[src/rtl/layer4_pipeline_feeder.sv]
// rtl/layer4_pipeline_feeder.sv - serial-to-vector packer and stage-enable sequencer for the layer-4 pipeline
//
// Purpose:
//   Collects DATA_WIDTH-bit words into a LANES-wide vector. The vector launches with a
//   one-cycle o_valid_in_bias strobe. The launch happens when the last lane fills or when
//   i_last marks a short vector; unused lanes are zero-padded. The strobe is then walked
//   through a STAGES+1 deep shift register. That register produces the per-stage enables
//   and the final result-valid flag.
//
// Ports:
//   clk              - rising-edge clock
//   rst              - asynchronous active-high reset
//   i_data           - incoming word
//   i_valid          - i_data valid this cycle
//   i_last           - marks the final word of a partial vector (qualified by i_valid)
//   o_ready          - feeder can accept a word (low only while/just after reset)
//   o_vector         - launched vector, lane k at bits [DATA_WIDTH*(k+1)-1 : DATA_WIDTH*k]
//   o_valid_in_bias  - one-cycle launch strobe
//   o_valid_pipeline - bit k is the launch strobe delayed k+1 cycles
//   o_result_valid   - launch strobe delayed STAGES+1 cycles
//   o_busy           - partial vector held or any strobe in flight

module layer4_pipeline_feeder #(
  parameter int DATA_WIDTH = 32,
  parameter int LANES      = 16,
  parameter int STAGES     = 5
) (
  input  logic                          clk,
  input  logic                          rst,
  input  logic [DATA_WIDTH-1:0]         i_data,
  input  logic                          i_valid,
  input  logic                          i_last,
  output logic                          o_ready,
  output logic [DATA_WIDTH*LANES-1:0]   o_vector,
  output logic                          o_valid_in_bias,
  output logic [STAGES-1:0]             o_valid_pipeline,
  output logic                          o_result_valid,
  output logic                          o_busy
);

  localparam int CW = $clog2(LANES);
  localparam logic [CW-1:0] LAST_LANE = CW'(LANES - 1);

  typedef enum logic {
    EMPTY = 1'b0,
    FILL  = 1'b1
  } state_t;

  state_t                        state_q, state_d;
  logic [CW-1:0]                 cnt_q, cnt_d;
  logic [DATA_WIDTH*LANES-1:0]   coll_q, coll_d;
  logic [DATA_WIDTH*LANES-1:0]   vec_q, vec_d;
  logic                          vib_q, vib_d;
  logic                          ready_q, ready_d;
  // shift_q[STAGES-1:0] are the stage enables, shift_q[STAGES] is result-valid
  logic [STAGES:0]               shift_q, shift_d;
  logic                          accept;
  logic                          launch;

  always_ff @(posedge clk or posedge rst) begin
    if (rst) begin
      state_q <= EMPTY;
      cnt_q   <= '0;
      coll_q  <= '0;
      vec_q   <= '0;
      vib_q   <= 1'b0;
      ready_q <= 1'b0;
      shift_q <= '0;
    end else begin
      state_q <= state_d;
      cnt_q   <= cnt_d;
      coll_q  <= coll_d;
      vec_q   <= vec_d;
      vib_q   <= vib_d;
      ready_q <= ready_d;
      shift_q <= shift_d;
    end
  end

  always_comb begin
    state_d = state_q;
    cnt_d   = cnt_q;
    coll_d  = coll_q;
    vec_d   = vec_q;
    vib_d   = 1'b0;
    ready_d = 1'b1;
    shift_d = {shift_q[STAGES-1:0], vib_q};
    accept  = i_valid & ready_q;
    launch  = accept & (i_last | (cnt_q == LAST_LANE));

    if (launch) begin
      // Assemble the vector directly from the collector plus the word arriving now.
      // Lanes above the current one are padded with +0.0.
      for (int k = 0; k < LANES; k++) begin
        if (CW'(k) < cnt_q) begin
          vec_d[k*DATA_WIDTH +: DATA_WIDTH] = coll_q[k*DATA_WIDTH +: DATA_WIDTH];
        end else if (CW'(k) == cnt_q) begin
          vec_d[k*DATA_WIDTH +: DATA_WIDTH] = i_data;
        end else begin
          vec_d[k*DATA_WIDTH +: DATA_WIDTH] = '0;
        end
      end
      vib_d   = 1'b1;
      coll_d  = '0;
      cnt_d   = '0;
      state_d = EMPTY;
    end else if (accept) begin
      for (int k = 0; k < LANES; k++) begin
        if (CW'(k) == cnt_q) begin
          coll_d[k*DATA_WIDTH +: DATA_WIDTH] = i_data;
        end
      end
      cnt_d   = cnt_q + CW'(1);
      state_d = FILL;
    end
  end

  assign o_ready          = ready_q;
  assign o_vector         = vec_q;
  assign o_valid_in_bias  = vib_q;
  assign o_valid_pipeline = shift_q[STAGES-1:0];
  assign o_result_valid   = shift_q[STAGES];
  assign o_busy           = (state_q == FILL) | vib_q | (|shift_q);

endmodule

[config.mk]
export PLATFORM = sky130hd
export DESIGN_NAME = layer4_pipeline_feeder
export DESIGN_NICKNAME = d
export VERILOG_FILES = /design/src/rtl/layer4_pipeline_feeder.sv
export SDC_FILE = /design/constraint.sdc
export NUM_CORES = 2
export LEC_CHECK = 0
export CORE_MARGIN = 2
export CORE_UTILIZATION = 30
export DETAILED_ROUTE_END_ITERATION = 8
export GPL_TIMING_DRIVEN = 0
export MAX_ROUTING_LAYER = met4
export PLACE_DENSITY = 0.44
export RECOVER_POWER = 25
export SLEW_MARGIN = 0
export SYNTH_ARGS = -nofsm -noshare
export SYNTH_HDL_FRONTEND = slang
export SYNTH_SLANG_ARGS = --single-unit
export TNS_END_PERCENT = 20
[constraint.sdc]
create_clock -name clk -period 77.7 [get_ports clk]
set_input_delay 11.655 -clock clk [delete_from_list [all_inputs] [get_ports clk]]
set_output_delay 11.655 -clock clk [all_outputs]
set_load 0.01 [all_outputs]
==> impl_metrics.csv <==
group,metric,value,unit
setup_path,timing.critical_path.to_type,"async pin",
cts,clkSinkCount,1005,
timing,max_slew_margin,-3.492,
final_layout,instances_no_fill,6892,
timing,final_hold_viol_count,0,
cts,clkLatencyLatePin,0.76,ns
routing,wl_per_cell,34.08,um
timing,fin_setup_tns,0,ns
timing,max_slew.worst_pin.slew,6.738,ns
timing,fin_worst_skew,0.03112,ns
setup_path,category_of_cells_accounting_for_the_largest_share_of_critical_path_delay,"buffers and inverters",
yosys,synth_area,43990,um2
place,placedInstanceArea,52480,um2
floorplan,initial_utilization,0.3022,
setup_path,timing.critical_path.required,76.92,ns
pwr,power.static_leakage,23.17,nW
floorplan,coreArea,145600,um2
cts,cts.path.max_buffers,3,
global_routing,wire_length_of_the_first_global_routing_pass,320900,um
global_routing,grt_start_max_net_pins,121,
setup_path,arrival,21.65,ns
global_routing,global_route.usage.total,0.3121,
place,place_congestion,0.9183,
yosys,ys_ff_latch,1005,
cts,clock_tree.root_cell,"sky130_fd_sc_hd__clkbuf_16",
yosys,syn_avg_cell_area,10.53,um2
global_routing,first_global_vias,39308,
floorplan,ioPinCount,557,
yosys,fraction_of_synthesis_flops_using_an_asynchronous_set_or_reset_pin,1.000,
run_status,violations,"capacitance limit, slew limit",
pwr,overall_power_after_layout,1.456,mW
timing,holdWs,0.4010,ns
setup_path,crit_path_max_incr_delay,4.85,ns
cts,postCtsResizedCells,0,
final_layout,nets,4911,
run_status,outcome,"complete, but fails checks",
yosys,post_synth_inst_count,4179,
final_layout,mostFrequentLayoutCells,"1005 x sky130_fd_sc_hd__dfrtp_1, 596 x sky130_fd_sc_hd__o21ai_0, 552 x sky130_fd_sc_hd__clkdlybuf4s50_1",
cts,clk_pin_slew_worst_setup_hold_paths,0.06,ns
yosys,synth-main-ff-cell,"sky130_fd_sc_hd__dfrtp_1",
final_layout,final_common_cell,"sky130_fd_sc_hd__dfrtp_1",
routing,detailroute.via_count,40495,
setup_path,start_kind,"input port",
setup_path,worstPathMaxFanout,108,
timing,layout_min_cycle_time,22.44,ns
timing,finalWorstSetupSlack,55.26,ns
place,io_buffers,555,
routing,drt_pre_antenna_iters,6,
place,place_worst_setup_slack,62.77,ns
run,maxCapViolCount,17,
yosys,sequential_fraction_of_the_synthesis_area,0.5717,
final_layout,share_of_the_core_filled_with_cells,0.3869,
cts,tritoncts,"done",
setup_path,path_buf_inv,4,
final_layout,layout-drive-gt1-share,0.1059,
setup_path,critical_path.most_common_cell,"sky130_fd_sc_hd__clkbuf_1",
routing,route.antenna.remaining_nets,0,
pwr,worst_ir_drop_vdd,21.53,uV
final_layout,area_delta_synth_final,28.03,%
timing,report.final.slew_viol_count,709,
yosys,yosysWarningCount,0,
routing,initialDrtViolationCount,4549,
place,dp_hpwl,165300,um
routing,drc_errors,0,
final_layout,layout_fillers,14602,
yosys,yosysUniqueCellTypes,65,
cts,htree_levels,3,
floorplan,floorplan.rows,140,
place,placed_cells_incl_taps,6670,
timing,unrepaired_setup_endpoints_after_global_routing,"no",
global_routing,grt_antenna_before_repair,18,
floorplan,die_y,386.9,um
cts,post_cts_hold_buffer_count,0,
floorplan,die-area,149700,um2
setup_path,worstPathCellList,"dlygate4sd3_1 -> clkinvlp_2 -> clkbuf_1 -> clkbuf_1",
cts,numCtsBuffers,116,
routing,postRouteWirelength,234900,um
timing,post-route-period-util,0.2888,
global_routing,total_overflow_reported_by_the_global_router,0,
cts,cts_post_setup_buffers_inserted,0,
routing,drt-vias-per-instance,5.876,
yosys,synth-edff-count,0,
pwr,power_density,25.86,nW/um2
setup_path,crit_slowest_cell,"sky130_fd_sc_hd__clkbuf_1",
hold_path,worstHoldPathType,"register to register",
floorplan,die_x,386.9,um
timing,timing.final.setup_violations,0,
final_layout,final_design_area_no_fill,56320,um2
yosys,postSynthNetCount,4218,
timing,max_freq,0.04457,GHz
setup_path,crit_type,"input port to async pin",
-- state kept, by name, indices dropped and copies added (netlist names) --
signal           cells
o_vector           512
o_ready              1
o_valid_in_bias      1
coll_q             480
shift_q              6
state_q              1
cnt_q                4
-- worst register-to-register path, delay by kind of cell, from the launching register on --
family / cells / cell delay [ns]
buffers and inverters: 5 / 2.42
AND/OR/NAND/NOR: 2 / 0.91
flip-flops: 1 / 0.48
AO/OA/AOI/OAI: 1 / 0.16
-- power breakdown --
part           internal (mW)  total (mW)  leakage (nW)  switching, mW
Combinational         0.0984       0.256          7.92          0.157
Sequential             0.572       0.616          13.3         0.0433
Clock                  0.343       0.585          1.97          0.242
-- Yosys cell counts (18+ instances only) --
library cell	instances	area (um2)
sky130_fd_sc_hd__nand4_1	32	200.2
sky130_fd_sc_hd__clkbuf_1	305	1145
sky130_fd_sc_hd__a22o_1	129	1130
sky130_fd_sc_hd__o311ai_0	21	183.9
sky130_fd_sc_hd__inv_1	69	259.0
sky130_fd_sc_hd__o21ai_1	87	435.4
sky130_fd_sc_hd__nand3_1	259	1296
sky130_fd_sc_hd__buf_2	211	1056
sky130_fd_sc_hd__a32o_1	224	2242
sky130_fd_sc_hd__a22oi_1	223	1674
sky130_fd_sc_hd__nand2_1	227	852.1
sky130_fd_sc_hd__dfrtp_1	1005	25150
sky130_fd_sc_hd__a21oi_1	321	1607
sky130_fd_sc_hd__mux2i_1	96	960.9
sky130_fd_sc_hd__o21ai_0	593	2968
sky130_fd_sc_hd__o31ai_1	32	240.2
sky130_fd_sc_hd__a31oi_1	192	1201
sky130_fd_sc_hd__buf_4	33	247.7
sky130_fd_sc_hd__buf_6	18	202.7
-- layout make-up --
cell class                      count  area [um2]  share of cell area
Multi-Input combinational cell   2529       15860              0.2817
Timing Repair Buffer              575        5906              0.1049
Tap cell                         1917        2399             0.04259
Clock inverter                     30       474.2            0.008420
Clock buffer                      182        3522             0.06254
Buffer                            575        2715             0.04821
Antenna cell                        9       22.52           0.0003999
Sequential cell                  1005       25150              0.4466
Inverter                           70       266.5            0.004732
-- routing by layer --
| metal | global-route usage | share of wire |
|---|---|---|
| met1 | 0.3995 | 0.42 |
| met2 | 0.4788 | 0.46 |
| met3 | 0.06204 | 0.075 |
| met4 | 0.1378 | 0.049 |
| met5 | - | 0 |
-- final timing paths --
path	start	to	slack, ns	depth (start not counted)
worst min-delay path	shift_q[2]	shift_q[3]	0.40	0
worst max-delay path	rst	o_vector[350]	55.26	4
max in group clk	i_valid	coll_q[63]	62.46	9
worst max register to register	o_ready	coll_q[63]	73.57	8
worst min register to register	shift_q[2]	shift_q[3]	0.40	0
min in group asynchronous	rst	o_vector[388]	12.05	2
-- cell families after synthesis --
| group | share of synthesized area |
|---|---|
| buf+inv | 0.06741 |
| compound gates | 0.2734 |
| fa+ha+maj | 0.0008534 |
| other cells | 0.00008525 |
| mux | 0.02184 |
| flops | 0.5717 |
| simple gates | 0.06471 |
(Power assumes the default switching activity.)
